==> src/rtl/right_shift_serializer.sv <==
// Parallel-in, LSB-first serial-out transmitter feeding a right-shift deserializer.
// Words are framed by out_valid/last; done pulses once in the cycle after each final bit.
module right_shift_serializer #(
  parameter int DEPTH = 8
) (
  input  logic             clk,
  input  logic             reset,
  input  logic [DEPTH-1:0] load_data,
  input  logic             load_valid,
  output logic             load_ready,
  input  logic             enable,
  output logic             out,
  output logic             out_valid,
  output logic             last,
  output logic             busy,
  output logic             done
);

  localparam int CW = (DEPTH > 1) ? $clog2(DEPTH) : 1;
  localparam logic [CW-1:0] LAST_CNT = CW'(DEPTH - 1);

  typedef enum logic {IDLE, SHIFT} state_t;

  state_t           state_reg;
  logic [DEPTH-1:0] shreg_reg;
  logic [CW-1:0]    cnt_reg;
  logic             done_reg;

  logic final_bit;
  logic load_fire;

  // The final bit being consumed opens the load window so words chain with no bubble.
  assign final_bit  = (state_reg == SHIFT) && (cnt_reg == LAST_CNT) && enable;
  assign load_ready = !reset && ((state_reg == IDLE) || final_bit);
  assign load_fire  = load_valid && load_ready;

  always_ff @(posedge clk) begin
    if (reset) begin
      state_reg <= IDLE;
      shreg_reg <= '0;
      cnt_reg   <= '0;
      done_reg  <= 1'b0;
    end else begin
      done_reg <= 1'b0;
      case (state_reg)
        IDLE: begin
          if (load_fire) begin
            shreg_reg <= load_data;
            cnt_reg   <= '0;
            state_reg <= SHIFT;
          end
        end
        SHIFT: begin
          if (enable) begin
            if (cnt_reg == LAST_CNT) begin
              done_reg <= 1'b1;
              if (load_fire) begin
                shreg_reg <= load_data;
                cnt_reg   <= '0;
              end else begin
                shreg_reg <= '0;
                state_reg <= IDLE;
              end
            end else begin
              shreg_reg <= {1'b0, shreg_reg[DEPTH-1:1]};
              cnt_reg   <= cnt_reg + CW'(1);
            end
          end
        end
        default: begin
          state_reg <= IDLE;
          shreg_reg <= '0;
          cnt_reg   <= '0;
        end
      endcase
    end
  end

  assign out       = shreg_reg[0];
  assign out_valid = (state_reg == SHIFT);
  assign busy      = (state_reg == SHIFT);
  assign last      = (state_reg == SHIFT) && (cnt_reg == LAST_CNT);
  assign done      = done_reg;

endmodule

==> config.mk <==
export PLATFORM = sky130hd
export DESIGN_NAME = right_shift_serializer
export DESIGN_NICKNAME = d
export VERILOG_FILES = /design/src/rtl/right_shift_serializer.sv
export SDC_FILE = /design/constraint.sdc
export NUM_CORES = 1
export LEC_CHECK = 0
export ABC_AREA = 1
export ABC_CLOCK_PERIOD_IN_PS = 1300
export CAP_MARGIN = 40
export CORE_MARGIN = 2
export CORE_UTILIZATION = 30
export CTS_CLUSTER_DIAMETER = 50
export DETAILED_ROUTE_END_ITERATION = 8
export MAX_ROUTING_LAYER = met4
export PLACE_DENSITY_LB_ADDON = 0.1
export SETUP_SLACK_MARGIN = 0.15
export SYNTH_ARGS = -nofsm -noshare
export SYNTH_HDL_FRONTEND = slang
export SYNTH_SLANG_ARGS = --single-unit
==> constraint.sdc <==
create_clock -name clk -period 1.3 [get_ports clk]
set_input_delay 0.325 -clock clk [delete_from_list [all_inputs] [get_ports clk]]
set_output_delay 0.325 -clock clk [all_outputs]
set_load 0.005 [all_outputs]
==> summary.md <==
| Metric | Value |
|---|---|
| Status | finished, violations left |
| Violated checks | negative setup slack |
| Final WL | 1730 µm |
| Die Ht | 51.5 µm |
| Number of max-cap violations | 0 |
| Final cell count without fillers | 161 |
| Largest net degree at the start of global routing | 10 |
| Synthesized area | 678 µm² |
| Final setup fails | 14 |
| Fmax | 627 MHz |
| Number of buffers inserted by hold repair at cts | 0 |
| Top cells by area, synth | dfxtp_1, nand2_1, nor2_1 |
| Nets | 148 |
| Vias | 742 |
| CTS tree | built |
| Register Area | 265 µm² |
| Filler cells | 233 |
| Final Hold Fails | 0 |
| Die Span X | 51.5 µm |
| Final non-filler cell area | 1230 µm² |
| DR WL/cell | 10.8 µm |
| Setup ws final | -0.294 ns |
| Ratio of cells with drive above 1 in the final layout | 48.9% |
| Io pins | 18 |
| CP max FO | 2 |
| Num rows | 17 |
| Least-Margin Pin Slew | 0.190 ns |
| Root Buffer Master | clkbuf_4 |
| Final critical-path required period | 1.59 ns |
| CTS H-tree lvls | 1 |
| Initial antenna violation count | 0 |
| Pwr dens | 921 nW/µm² |
| Crit end category | output port |
| Synth Area in Compound Gates | 10.5% |
| Max reg flops | 8 |
| P&R area growth vs syn | 81.2% |
| Post-Syn Instances | 99 |
| Max VDD drop | 626 µV |
| # diodes | 0 |
| Critical Path Start Type | flip-flop |
| Mean Syn Cell Area | 6.85 µm² |
| Multi-input gate area | 489 µm² |
| Final-report max-slew violation count | 0 |
| Yosys cell types | 18 |
| DRT Pass-1 Iters | 4 |
| Adder-cell share of the synthesized area | 3.69% |
| Worst endpoint data arrival time | 1.27 ns |
| Total power | 1.13 mW |
| Critical Path RT | 0.98 ns |
| Vias per inst | 4.61 |
| PortBufs | 17 |
| Vias in the first global route | 706 |
| Worst hold slack | 0.485 ns |
| Synth Net Count | 113 |
| Crit Path Category | flip-flop to output port |
| Num CTS Buffers | 3 |
| Yosys top cell area share | 38.4% |
| GRT Util Overall | 15.5% |
| Post-synthesis simple-gate area fraction | 35.2% |
| Unrepaired setup endpoints after global routing | true |
| Clock Sinks | 13 |
| Synth area leader | dfxtp_1 |
| Core area | 2170 µm² |
| Area post-placement | 976 µm² |
| Routability cong. | 0.789 |
| 1st-iter DRT viols | 5 |
| Syn. warnings | 0 |
| Max Buffers Root-to-Sink | 2 |
| FF+latch count, synth | 13 |
| Mux contribution to synthesized area | 0% |
| Final worst-path cycle share | 123% |
| Worst hold path type | flip-flop to flip-flop |
| P_leak | 0.560 nW |
| ANT nets after route | 0 |
| Fin Clk Skew | 0.000962 ns |
| Dpl cells | 152 |
| Setup_tns | -3.28 ns |
| Global-route wire length before repair | 3030 µm |
| Starting Density | 31.3% |
| Xor/xnor share of the synthesized area | 0% |
| Largest family of logic cells by synthesized area | simple AND/OR/NAND/NOR gates |
| Die footprint | 2660 µm² |
| Worst-path clk slew | 0.08 ns |
| Slew HR | 87.3% |
| Clk_lat worst skew | 0.27 ns |
| Post-DP HPWL | 1110 µm |
| Post-synthesis sequential area ratio | 38.4% |
| DRC Markers | 0 |
| Grt ovf | 0 |
synthesized netlist by cell type:
cell,instances
inv_1,14
nand3b_1,1
a31oi_1,1
nand3_1,8
buf_4,2
a21oi_1,11
dfxtp_1,13
nand2_1,20
o21ai_0,2
nand2_2,4
nor2_1,15
ha_1,2
nand4_2,1
and3_1,1
nor3_1,1
nand2_4,1
inv_2,1
buf_6,1
cells in the final DEF (no fill, tap or decap), drive strengths merged:
| cell | instances |
|---|---|
| nor3 | 1 |
| bufbuf | 1 |
| clkbuf | 4 |
| dfxtp | 13 |
| o21ai | 2 |
| nand4 | 1 |
| nand3 | 8 |
| ha | 2 |
| a21oi | 11 |
| nor2 | 15 |
| inv | 15 |
| clkdlybuf4s50 | 11 |
| nand3b | 1 |
| buf | 19 |
| a31oi | 1 |
| clkdlybuf4s15 | 2 |
| nand2 | 25 |
| and3 | 1 |
metal layers:
metal / up-vias / routed length (µm) / track usage [%]
met5: - / 0 / -
met4: 0 / 10 / 5.26
met3: 2 / 72 / 2.87
met2: 14 / 847 / 23.7
met1: 343 / 802 / 20.5
li1: 383 / - / -
critical path: stages, from the launching register on:
cell,delay (ns)
dfxtp_2,0.34
ha_4,0.16
ha_4,0.15
inv_2,0.04
nand2_2,0.05
and3_4,0.15
buf_6,0.11
per-stage QoR:
stage,setup WS [ns],utilization [%]
final,-0.294,56.6
after CTS,-0.295,52.8
after floorplan,-0.0446,-
after global placement,-0.589,45.0
after detailed placement,-0.596,45.0
after global routing,-0.357,56.6
timing repair:
action | in CTS | in global routing
pin swaps | 14 | 5
endpoints found under the setup margin | 18 | 16
gates resized for setup | 48 | 20
gates cloned | 1 | 0
setup buffers | 3 | 1
final timing paths:
path                                 start      endpoint  slack, ns  cells after the start
worst max-delay path            cnt_reg[1]    load_ready      -0.29                      6
worst min-delay path            cnt_reg[1]    cnt_reg[1]       0.49                      2
worst max register to register  cnt_reg[1]  shreg_reg[3]      -0.28                     10
worst min register to register  cnt_reg[1]    cnt_reg[1]       0.49                      2
kinds of logic after synthesis:
| logic type | after synthesis |
|---|---|
| adders and majority gates | 2 |
| and+or+nand+nor | 52 |
| buffers and inverters | 18 |
| DFF | 13 |
| AOI/OAI and AO/OA | 14 |
report_power, final:
part	switching [mW]	internal (mW)
clock network	0.132	0.119
logic	0.209	0.224
registers	0.0134	0.435
total	0.354	0.777
final cells by class:
cell class,count,area share [%]
Multi-Input combinational cell,68,39.8
Timing Repair Buffer,33,28.4
Sequential cell,13,21.6
Inverter,15,5.19
Tap cell,28,2.85
Clock buffer,4,2.14
(Power assumes the default switching activity.)
